### src/rtl/serial_stream_arbiter_pkg.sv
// Shared definitions for serial_stream_arbiter: FSM state encoding,
// default geometry constants, requester indices and the round-robin
// pick helper used by rr_arbiter2.
package serial_stream_arbiter_pkg;

  localparam int DATA_W_DEF  = 8;
  localparam int DET_LAT_DEF = 2;
  localparam int CNT_W_DEF   = 8;

  localparam logic REQ0 = 1'b0;
  localparam logic REQ1 = 1'b1;

  typedef enum logic [2:0] {
    IDLE  = 3'd0,
    LOAD  = 3'd1,
    SHIFT = 3'd2,
    FLUSH = 3'd3,
    DONE  = 3'd4
  } state_t;

  // Lone requester wins outright; on a tie the one that did not own the
  // previous frame wins.
  function automatic logic rr_pick(input logic r0, input logic r1, input logic last_owner);
    logic pick;
    if (r0 && !r1) begin
      pick = REQ0;
    end else if (r1 && !r0) begin
      pick = REQ1;
    end else begin
      pick = ~last_owner;
    end
    return pick;
  endfunction

endpackage

### src/rtl/serial_stream_arbiter_if.sv
// Requester/detector link bundle for serial_stream_arbiter.
// slave  : arbiter side.  master : requesters + sequence detector side.
// Optional MATCH_IRQ_EN adds irq_clr / irq.
interface serial_stream_arbiter_if #(
  parameter int DATA_W = serial_stream_arbiter_pkg::DATA_W_DEF,
  parameter int CNT_W  = serial_stream_arbiter_pkg::CNT_W_DEF
);
  logic              req0;
  logic [DATA_W-1:0] data0;
  logic              req1;
  logic [DATA_W-1:0] data1;
  logic              det_z;
  logic              gnt0;
  logic              gnt1;
  logic              w_out;
  logic              w_valid;
  logic              det_clr;
  logic              busy;
  logic              owner;
  logic              done;
  logic [CNT_W-1:0]  match_cnt0;
  logic [CNT_W-1:0]  match_cnt1;
`ifdef MATCH_IRQ_EN
  logic              irq_clr;
  logic              irq;

  modport slave (
    input  req0, data0, req1, data1, det_z, irq_clr,
    output gnt0, gnt1, w_out, w_valid, det_clr, busy, owner, done,
           match_cnt0, match_cnt1, irq
  );
  modport master (
    output req0, data0, req1, data1, det_z, irq_clr,
    input  gnt0, gnt1, w_out, w_valid, det_clr, busy, owner, done,
           match_cnt0, match_cnt1, irq
  );
`else
  modport slave (
    input  req0, data0, req1, data1, det_z,
    output gnt0, gnt1, w_out, w_valid, det_clr, busy, owner, done,
           match_cnt0, match_cnt1
  );
  modport master (
    output req0, data0, req1, data1, det_z,
    input  gnt0, gnt1, w_out, w_valid, det_clr, busy, owner, done,
           match_cnt0, match_cnt1
  );
`endif
endinterface

### src/rtl/serial_stream_arbiter_rr_arbiter2.sv
// Two-way round-robin pick. winner is combinational from the requests and
// the remembered last owner; last_owner advances only on grant_en.
// Reset leaves last_owner=1 so requester 0 takes the first tie.
module rr_arbiter2
  import serial_stream_arbiter_pkg::*;
(
  input  logic clock,
  input  logic reset,
  input  logic req0,
  input  logic req1,
  input  logic grant_en,
  output logic winner
);

  logic last_owner;

  // Combinational round-robin choice.
  always_comb begin
    winner = rr_pick(req0, req1, last_owner);
  end

  // Remember who was granted so the other side wins the next tie.
  always_ff @(posedge clock or negedge reset) begin
    if (!reset) begin
      last_owner <= REQ1;
    end else if (grant_en) begin
      last_owner <= winner;
    end
  end

endmodule

### src/rtl/serial_stream_arbiter.sv
// serial_stream_arbiter: shares one serial sequence detector between two
// frame requesters. Grants round-robin, shifts the winner's frame MSB-first,
// waits DET_LAT cycles for late z pulses, credits z pulses to the owner and
// clears the detector between frames.
// Optional feature macro: MATCH_IRQ_EN (irq_clr input, sticky irq output).
module serial_stream_arbiter
  import serial_stream_arbiter_pkg::*;
#(
  parameter int DATA_W  = DATA_W_DEF,
  parameter int DET_LAT = DET_LAT_DEF,
  parameter int CNT_W   = CNT_W_DEF
) (
  input  logic                    clock,
  input  logic                    reset,
  serial_stream_arbiter_if.slave  bus
);

  localparam int BIT_W = (DATA_W > 1) ? $clog2(DATA_W) : 1;
  localparam int FL_W  = (DET_LAT > 1) ? $clog2(DET_LAT) : 1;
  localparam logic [BIT_W-1:0] BIT_LAST = BIT_W'(DATA_W - 1);
  localparam logic [FL_W-1:0]  FL_LAST  = FL_W'(DET_LAT - 1);
  localparam logic [CNT_W-1:0] CNT_MAX  = {CNT_W{1'b1}};
  localparam logic [CNT_W-1:0] CNT_ONE  = CNT_W'(1);

  state_t            state;
  logic [DATA_W-1:0] shreg;
  logic [BIT_W-1:0]  bit_cnt;
  logic [FL_W-1:0]   flush_cnt;
  logic              grant_en;
  logic              winner;
  logic              z_count;
`ifdef MATCH_IRQ_EN
  logic              frame_hit;
`endif

  // Arbitration strobe: a grant is taken only from IDLE with a request up.
  always_comb begin
    grant_en = 1'b0;
    z_count  = 1'b0;
    if (state == IDLE) begin
      grant_en = bus.req0 | bus.req1;
    end else begin
      grant_en = 1'b0;
    end
    if ((state == SHIFT) || (state == FLUSH)) begin
      z_count = bus.det_z;
    end else begin
      z_count = 1'b0;
    end
  end

  rr_arbiter2 u_rr (
    .clock    (clock),
    .reset    (reset),
    .req0     (bus.req0),
    .req1     (bus.req1),
    .grant_en (grant_en),
    .winner   (winner)
  );

  // Frame sequencer with registered outputs and owner-attributed z counters.
  always_ff @(posedge clock or negedge reset) begin
    if (!reset) begin
      state          <= IDLE;
      shreg          <= {DATA_W{1'b0}};
      bit_cnt        <= {BIT_W{1'b0}};
      flush_cnt      <= {FL_W{1'b0}};
      bus.gnt0       <= 1'b0;
      bus.gnt1       <= 1'b0;
      bus.w_out      <= 1'b0;
      bus.w_valid    <= 1'b0;
      bus.det_clr    <= 1'b1;
      bus.busy       <= 1'b0;
      bus.owner      <= REQ0;
      bus.done       <= 1'b0;
      bus.match_cnt0 <= {CNT_W{1'b0}};
      bus.match_cnt1 <= {CNT_W{1'b0}};
`ifdef MATCH_IRQ_EN
      frame_hit      <= 1'b0;
      bus.irq        <= 1'b0;
`endif
    end else begin
      bus.gnt0    <= 1'b0;
      bus.gnt1    <= 1'b0;
      bus.done    <= 1'b0;
      bus.det_clr <= 1'b0;

      case (state)
        IDLE: begin
          if (grant_en) begin
            state     <= LOAD;
            bus.gnt0  <= (winner == REQ0);
            bus.gnt1  <= (winner == REQ1);
            bus.owner <= winner;
            bus.busy  <= 1'b1;
          end else begin
            state <= IDLE;
          end
        end
        LOAD: begin
          // Winner's data is taken at the end of its grant cycle.
          if (bus.owner == REQ1) begin
            shreg     <= bus.data1;
            bus.w_out <= bus.data1[DATA_W-1];
          end else begin
            shreg     <= bus.data0;
            bus.w_out <= bus.data0[DATA_W-1];
          end
          bus.w_valid <= 1'b1;
          bit_cnt     <= {BIT_W{1'b0}};
          state       <= SHIFT;
        end
        SHIFT: begin
          shreg <= {shreg[DATA_W-2:0], 1'b0};
          if (bit_cnt == BIT_LAST) begin
            bus.w_valid <= 1'b0;
            bus.w_out   <= 1'b0;
            bit_cnt     <= {BIT_W{1'b0}};
            flush_cnt   <= {FL_W{1'b0}};
            state       <= FLUSH;
          end else begin
            bus.w_out <= shreg[DATA_W-2];
            bit_cnt   <= bit_cnt + BIT_W'(1);
            state     <= SHIFT;
          end
        end
        FLUSH: begin
          if (flush_cnt == FL_LAST) begin
            bus.done    <= 1'b1;
            bus.det_clr <= 1'b1;
            state       <= DONE;
          end else begin
            flush_cnt <= flush_cnt + FL_W'(1);
            state     <= FLUSH;
          end
        end
        DONE: begin
          bus.busy <= 1'b0;
          state    <= IDLE;
        end
        default: begin
          bus.busy    <= 1'b0;
          bus.w_valid <= 1'b0;
          bus.w_out   <= 1'b0;
          state       <= IDLE;
        end
      endcase

      // z pulses only count while this frame owns the detector.
      if (z_count) begin
        if (bus.owner == REQ1) begin
          if (bus.match_cnt1 != CNT_MAX) begin
            bus.match_cnt1 <= bus.match_cnt1 + CNT_ONE;
          end
        end else begin
          if (bus.match_cnt0 != CNT_MAX) begin
            bus.match_cnt0 <= bus.match_cnt0 + CNT_ONE;
          end
        end
      end

`ifdef MATCH_IRQ_EN
      // Per-frame hit flag feeds the sticky irq; set beats clear.
      if (state == LOAD) begin
        frame_hit <= 1'b0;
      end else if (z_count) begin
        frame_hit <= 1'b1;
      end
      if ((state == DONE) && frame_hit) begin
        bus.irq <= 1'b1;
      end else if (bus.irq_clr) begin
        bus.irq <= 1'b0;
      end
`endif
    end
  end

endmodule

### src/flat_wrapper.sv
// flat-port wrapper written by rule: the top's interface ports become plain ports
module serial_stream_arbiter_flat import serial_stream_arbiter_pkg::*;
#(
  parameter int DATA_W  = DATA_W_DEF,
  parameter int DET_LAT = DET_LAT_DEF,
  parameter int CNT_W   = CNT_W_DEF
)
  (clock, reset, bus_req0, bus_data0, bus_req1, bus_data1, bus_det_z, bus_gnt0, bus_gnt1, bus_w_out, bus_w_valid, bus_det_clr, bus_busy, bus_owner, bus_done, bus_match_cnt0, bus_match_cnt1);
  serial_stream_arbiter_if #(.DATA_W(DATA_W), .CNT_W(CNT_W)) bus_i ();
  input  logic clock;
  input  logic reset;
  input wire logic [$bits(bus_i.req0)-1:0] bus_req0;
  input wire logic [$bits(bus_i.data0)-1:0] bus_data0;
  input wire logic [$bits(bus_i.req1)-1:0] bus_req1;
  input wire logic [$bits(bus_i.data1)-1:0] bus_data1;
  input wire logic [$bits(bus_i.det_z)-1:0] bus_det_z;
  output wire logic [$bits(bus_i.gnt0)-1:0] bus_gnt0;
  output wire logic [$bits(bus_i.gnt1)-1:0] bus_gnt1;
  output wire logic [$bits(bus_i.w_out)-1:0] bus_w_out;
  output wire logic [$bits(bus_i.w_valid)-1:0] bus_w_valid;
  output wire logic [$bits(bus_i.det_clr)-1:0] bus_det_clr;
  output wire logic [$bits(bus_i.busy)-1:0] bus_busy;
  output wire logic [$bits(bus_i.owner)-1:0] bus_owner;
  output wire logic [$bits(bus_i.done)-1:0] bus_done;
  output wire logic [$bits(bus_i.match_cnt0)-1:0] bus_match_cnt0;
  output wire logic [$bits(bus_i.match_cnt1)-1:0] bus_match_cnt1;
  assign bus_i.req0 = bus_req0;
  assign bus_i.data0 = bus_data0;
  assign bus_i.req1 = bus_req1;
  assign bus_i.data1 = bus_data1;
  assign bus_i.det_z = bus_det_z;
  assign bus_gnt0 = bus_i.gnt0;
  assign bus_gnt1 = bus_i.gnt1;
  assign bus_w_out = bus_i.w_out;
  assign bus_w_valid = bus_i.w_valid;
  assign bus_det_clr = bus_i.det_clr;
  assign bus_busy = bus_i.busy;
  assign bus_owner = bus_i.owner;
  assign bus_done = bus_i.done;
  assign bus_match_cnt0 = bus_i.match_cnt0;
  assign bus_match_cnt1 = bus_i.match_cnt1;
  serial_stream_arbiter #(.DATA_W(DATA_W), .DET_LAT(DET_LAT), .CNT_W(CNT_W)) u_core (.clock(clock), .reset(reset), .bus(bus_i));
endmodule
### config.mk
export PLATFORM = sky130hd
export DESIGN_NAME = serial_stream_arbiter_flat
export DESIGN_NICKNAME = d
export VERILOG_FILES = /design/src/rtl/serial_stream_arbiter_pkg.sv /design/src/rtl/serial_stream_arbiter_if.sv /design/src/rtl/serial_stream_arbiter_rr_arbiter2.sv /design/src/rtl/serial_stream_arbiter.sv /design/src/flat_wrapper.sv
export SDC_FILE = /design/constraint.sdc
export NUM_CORES = 1
export LEC_CHECK = 0
export ABC_AREA = 0
export CAP_MARGIN = 20
export CORE_MARGIN = 5
export CORE_UTILIZATION = 31
export DETAILED_ROUTE_END_ITERATION = 8
export PLACE_DENSITY = 0.65
export SKIP_LAST_GASP = 1
export SYNTH_ARGS = -nofsm -noshare
export SYNTH_HDL_FRONTEND = slang
export SYNTH_SLANG_ARGS = --single-unit
### constraint.sdc
create_clock -name clock -period 1.8 [get_ports clock]
set_input_delay 0.36 -clock clock [delete_from_list [all_inputs] [get_ports clock]]
set_output_delay 0.36 -clock clock [all_outputs]
set_load 0.01 [all_outputs]
==> metrics.txt, run 1 <==
Final Wtd Congestion roughly 0.77; CP bufs+invs 1; RSZ-0062 raised after global routing no; row count 29; Netlist cell types 41; max cap viols 0; ys flop type dfrtp_1; CTS sink cnt 39; CTS Root Buffer Type clkbuf_8; crit path launch type register; Seq/Total Area, Yosys between 40% and 50%; Die Wd 89.55 µm; global route total overflow 0; largest net degree at the start of global routing 40; Worst-Margin Slew slightly above 0.6 ns; layout cells sized above 1 between 10% and 20%; height of the die just under 90 µm; Post-Route WL 4.335 mm; r2r startpoint u_core.bus.match_cnt0[0]; Final min period about 1.7 ns; dpl cell area around 0.0025 mm²; GR Util All Layers approximately 12%; first-pass GRT wire length 7.251 mm; post-cts sizing count 0; first-pass iteration count of the detailed router 4; Fmax achieved 589.6 MHz; share of the synthesized area in the top cell type ~47%; I/O pin count 45; Ys Warns 0; Layout area overhead 32.65%; Worst EP required 1.44 ns; Final HPWL DP roughly 3.1 mm; # port buffers 44; drt initial violations 38; Syn Area/Cell approximately 11 µm²; Slew Limit Fails 0; placed cells 300; vias per inst a little over 5; Slowest cell on crit path clkdlybuf4s50_1; CTS clk-pin slew, worst paths 0.08 ns; Initial Utilization 31.44%; Post-synth EDFFs 0; drt drc 0; Final Instance Count excl. Fillers 308; VDD IR max between 0.5 and 0.6 mV; CP max FO 7; Setup crit end kind output pin; CTS H-tree lvls 2; Post-CTS Setup Bufs 0; Slew HR 59.36%; cell area after layout ~0.0026 mm²; Syn Nets approximately 200; post-synthesis cell count about 180; Layout Utilization between 40% and 50%; die area approximately 0.008 mm²; Synth area leader dfrtp_1; Pwr per Cell Area ~1500 mW/mm²; most common cell in the netlist dfrtp_1; hold_buf cts 0; arrival time worst endpoint about 1.3 ns; antenna-violating nets left 0; endpoints failing setup 0; DR WL/cell between 10 and 15 µm; fraction of registers with async set/reset between 90% and 100%; Area contributors post-synth dfrtp_1 47%, mux2_2 6.3%, mux2i_1 4.1%; worst skew pair latency around 0.29 ns; CP Class reg2out; CTS Buffer Depth 2; nets around 260; Pleak about 1.1 nW; Worst R2R End u_core.bus.match_cnt0[1]; reg2reg path depth 4; vias post-DR ~1600; outcome complete, no violations; Final Hold Vio Count 0; number of global-route vias before repair approximately 1500; CTS tree yes; fillcell total a little over 600; Worst path top cell family by delay buffers and inverters; TritonCTS buffer count 5; post-synthesis sequential element count 39; largest stage delay on the critical path roughly 0.58 ns; CP cell instances clkdlybuf4s50_1; initial antenna violation count 0; reg2reg setup slack 0.29 ns; Hold Path Class in2async; ANT cells 0; post-synthesis cell area ~0.0020 mm²; core area ~0.0062 mm²; final worst path period share a little over nine tenths; skew final between 0.003 and 0.004 ns; commonest cells in the netlist 37 x dfrtp_1, 11 x mux2_2, 10 x nand2_1
[how the worst max path moves through the flow]
| stage | from | to | slack (ns) | depth (start not counted) |
|---|---|---|---|---|
| floorplan | u_core.bus.match_cnt0[0] | u_core.bus.match_cnt0[1] | 0.30 | 4 |
| global placement | bus_det_z | u_core.bus.match_cnt0[7] | 0.02 | 4 |
| detailed placement | bus_det_z | u_core.bus.match_cnt0[7] | -0.01 | 4 |
| CTS | u_core.bus.match_cnt1[2] | bus_match_cnt1[2] | 0.09 | 1 |
| global route | u_core.bus.match_cnt1[2] | bus_match_cnt1[2] | 0.04 | 1 |
| finish | u_core.bus.match_cnt0[2] | bus_match_cnt0[2] | 0.10 | 1 |
[power by group]
group	internal [mW]	switching, mW
logic	1.04	0.808
clock network	0.272	0.296
registers	1.21	0.333
total	2.52	1.44
[logic make-up after synthesis]
family                     share of synthesized area [%]
DFF                                                49.87
xor gates and xnor gates                           1.786
muxes                                              10.40
and+or+nand+nor                                    13.58
buffers and inverters                              4.337
adders and majority gates                          2.551
AOI/OAI and AO/OA                                  17.48
[flip-flops by register name, summed over array words and instances, names as in the netlist]
register and flops:
u_core.bus.match_cnt0 8, u_core.bus.match_cnt1 8, u_core.shreg 7, u_core.bit_cnt 3
u_core.state 3, u_core.bus.busy 1, u_core.bus.det_clr 1, u_core.bus.done 1
u_core.bus.gnt0 1, u_core.bus.gnt1 1, u_core.bus.owner 1, u_core.bus.w_out 1
u_core.bus.w_valid 1, u_core.flush_cnt 1, u_core.u_rr.last_owner 1
[cell type report]
type | instances | area [µm²] | share of cell area, %
Sequential cell | 39 | 978.4 | 37.60
Multi-Input combinational cell | 121 | 898.4 | 34.52
Timing Repair Buffer | 55 | 518.0 | 19.90
Tap cell | 77 | 96.34 | 3.702
Clock buffer | 7 | 76.32 | 2.933
Inverter | 8 | 30.03 | 1.154
Clock inverter | 1 | 5.005 | 0.1923
[routing by layer]
layer	vias to the layer above	share of wire [%]	track usage (%)
met1	751	48	15.56
met4	0	1.5	3.248
met2	46	44	18.28
li1	769	-	-
met5	-	0	0
met3	7	6.4	3.318
[per-stage QoR]
stage	hold WS [ns]	power (mW)	setup slack [ns]	TNS (ns)
finish	0.1123	3.957	0.1041	0
global placement	0.4487	3.360	0.01860	0
detailed placement	0.4565	3.417	-0.01350	-0.01350
global route	0.1568	4.268	0.03803	0
CTS	0.1349	4.006	0.08878	0
floorplan	0.06441	2.690	0.3043	0
[cell usage in the layout, fill, tap and decap left out, types with 3 or more instances in the layout]
cell / instances
nor3_1: 4
dfrtp_1: 37
mux2_2: 11
xnor2_1: 4
nand2_1: 10
nor2_1: 6
nor2b_1: 5
a2bb2oi_1: 6
clkbuf_8: 5
inv_1: 8
ha_1: 4
and3_1: 6
a22o_1: 7
nand3_1: 3
mux2i_1: 8
buf_4: 11
o21ai_0: 4
o22a_1: 6
clkdlybuf4s50_1: 43
nand4_1: 7
a21oi_1: 8
Power figures use the tool's default switching activity.
==> inputs of run 2 (changes only) <==
PLACE_DENSITY = not set   (was 0.65)
PLACE_DENSITY_LB_ADDON = 0.08   (was not set)
==> metrics.txt, run 2 (synthesis results as in run 1) <==
drt drc 0 (unchanged); Final Wtd Congestion 0.7327 (-4.2%); global route total overflow 0 (unchanged); antenna-violating nets left 0 (unchanged); Die Wd 89.55 µm (unchanged); CP cell instances clkdlybuf4s50_1; arrival time worst endpoint 1.34 ns (about the same); hold_buf cts 0 (unchanged); CTS Root Buffer Type clkbuf_8; DR WL/cell 14.44 µm (+2.6%); Worst-Margin Slew 0.6126 ns (+0.003038 ns); Final min period 1.697 ns (+0.0008550 ns); CTS clk-pin slew, worst paths 0.07 ns (about the same); vias per inst 5.138 (+0.60%); die area 0.008019 mm² (unchanged); Final Hold Vio Count 0 (unchanged); Worst path top cell family by delay buffers and inverters; first-pass iteration count of the detailed router 4 (unchanged); height of the die 89.55 µm (unchanged); CTS H-tree lvls 2 (unchanged); VDD IR max 0.5985 mV (+13%); footprint of the multi-input gates 902.1 µm² (+0.42%); hold slack 0.1153 ns (+0.003002 ns); Post-Route WL 4.404 mm (+1.6%); first-pass GRT wire length 7.327 mm (+1.0%); Pleak 1.112 nW (+0.82%); cell area after layout 0.002636 mm² (+1.3%); fin worst setup slack 0.1032 ns (-0.0008550 ns); number of global-route vias before repair 1577 (+2.9%); nets 252 (-1.2%); vias post-DR 1567 (-0.38%); skew final 0.007288 ns (+0.003512 ns); Slowest cell on crit path clkdlybuf4s50_1; CP bufs+invs 1 (unchanged); Initial Utilization 31.44% (unchanged); row count 29 (unchanged); TritonCTS buffer count 5 (unchanged); Setup crit end kind output pin; max cap viols 0 (unchanged); Final HPWL DP 3.226 mm (+2.4%); initial antenna violation count 0 (unchanged); Slew Limit Fails 0 (unchanged); crit path launch type register; largest stage delay on the critical path 0.58 ns (about the same); fillcell total 629 (+1.3%); I/O pin count 45 (unchanged); CP Class reg2out; final worst path period share 94.27% (about the same); reg2reg path depth 4 (unchanged); worst skew pair latency 0.29 ns (about the same); CTS sink cnt 39 (unchanged); GR Util All Layers 11.87% (+0.25 points); Hold Path Class in2async; commonest non-fill, non-tap cells in the layout 43 x clkdlybuf4s50_1, 36 x dfrtp_1, 11 x mux2_2, 10 x nand2_1; Sum Neg Setup Slack 0 ns (unchanged); drt initial violations 67 (+76%); RSZ-0062 raised after global routing no; Fmax achieved 589.4 MHz (about the same); layout cells sized above 1 14.47% (+0.19 points); CTS Buffer Depth 2 (unchanged); Post-CTS Setup Bufs 0 (unchanged); CP max FO 7 (unchanged); endpoints failing setup 0 (unchanged); largest net degree at the start of global routing 40 (unchanged); # port buffers 44 (unchanged); ANT cells 0 (unchanged); FF+latch area 979.7 µm² (+0.13%); Layout Utilization 42.24% (+0.54 points); core area 0.006241 mm² (unchanged); CTS tree yes; Stages on worst setup path 1 (unchanged); dpl cell area 0.002499 mm² (-0.89%); Worst EP required 1.44 ns (about the same); Slew HR 59.16% (-0.20 points); commonest non-fill, non-tap cell in the layout clkdlybuf4s50_1; dpl ws -0.02485 ns (-0.01135 ns); outcome complete, no violations; Pwr per Cell Area 1608 mW/mm² (+5.8%); top flop regs u_core.bus.match_cnt0 x8, u_core.bus.match_cnt1 x8, u_core.shreg x7; Layout area overhead 34.38%
## run 2: cell types whose count changed in the layout (fill, tap and decap cells not counted), sizes merged
| cell | before | now |
|---|---|---|
| buf | 12 | 9 |
| bufinv | 0 | 2 |
| clkbuf | 7 | 6 |
| clkinv | 1 | 0 |
## run 2: layout make-up
cell class / count / area share [%]
multi-input combinational: 121 / 34.22
timing repair buffer: 52 / 18.79
clock inverter: 2 / 2.278
sequential: 39 / 37.16
tap: 77 / 3.654
inverter: 8 / 1.139
clock buffer: 6 / 2.753
## run 2: metal layers
metal  up-vias  GRT usage [%]  wire [µm]
met1       763          14.10       1892
met3         8          2.857        244
met4         0          5.277         88
met2        36          20.21       2178
met5         -              0          0
li1        760              -          -
## run 2: stage by stage
step | cells | power, mW
2_1_floorplan | 176 | 2.690
3_3_place_gp | 297 | 3.361
3_5_place_dp | 297 | 3.410
4_1_cts | 305 | 4.291
5_1_grt | 305 | 4.543
6_report | 305 | 4.240
## run 2: path summary, 6_finish.rpt
kind / start / endpoint / slack [ns]
setup / recovery: u_core.bus.match_cnt0[2] / bus_match_cnt0[2] / 0.10
hold / removal: reset / u_core.shreg[2] / 0.12
setup reg to reg: u_core.bus.match_cnt1[0] / u_core.bus.match_cnt1[1] / 0.17
hold reg to reg: u_core.shreg[4] / u_core.shreg[4] / 0.51
max in group asynchronous: reset / u_core.bus.match_cnt1[2] / 1.31
min in group clock: u_core.shreg[4] / u_core.shreg[4] / 0.51
## run 2: report_power, final
group          total [mW]  internal (mW)  switching, mW
logic                1.82           1.03          0.790
registers            1.56           1.21          0.348
clock network       0.857          0.554          0.303
## run 2: repair_timing
item / in CTS / in global routing
hold endpoints to repair: 0 / 0
gates resized for setup: 0 / 2
setup endpoints to repair: 0 / 2
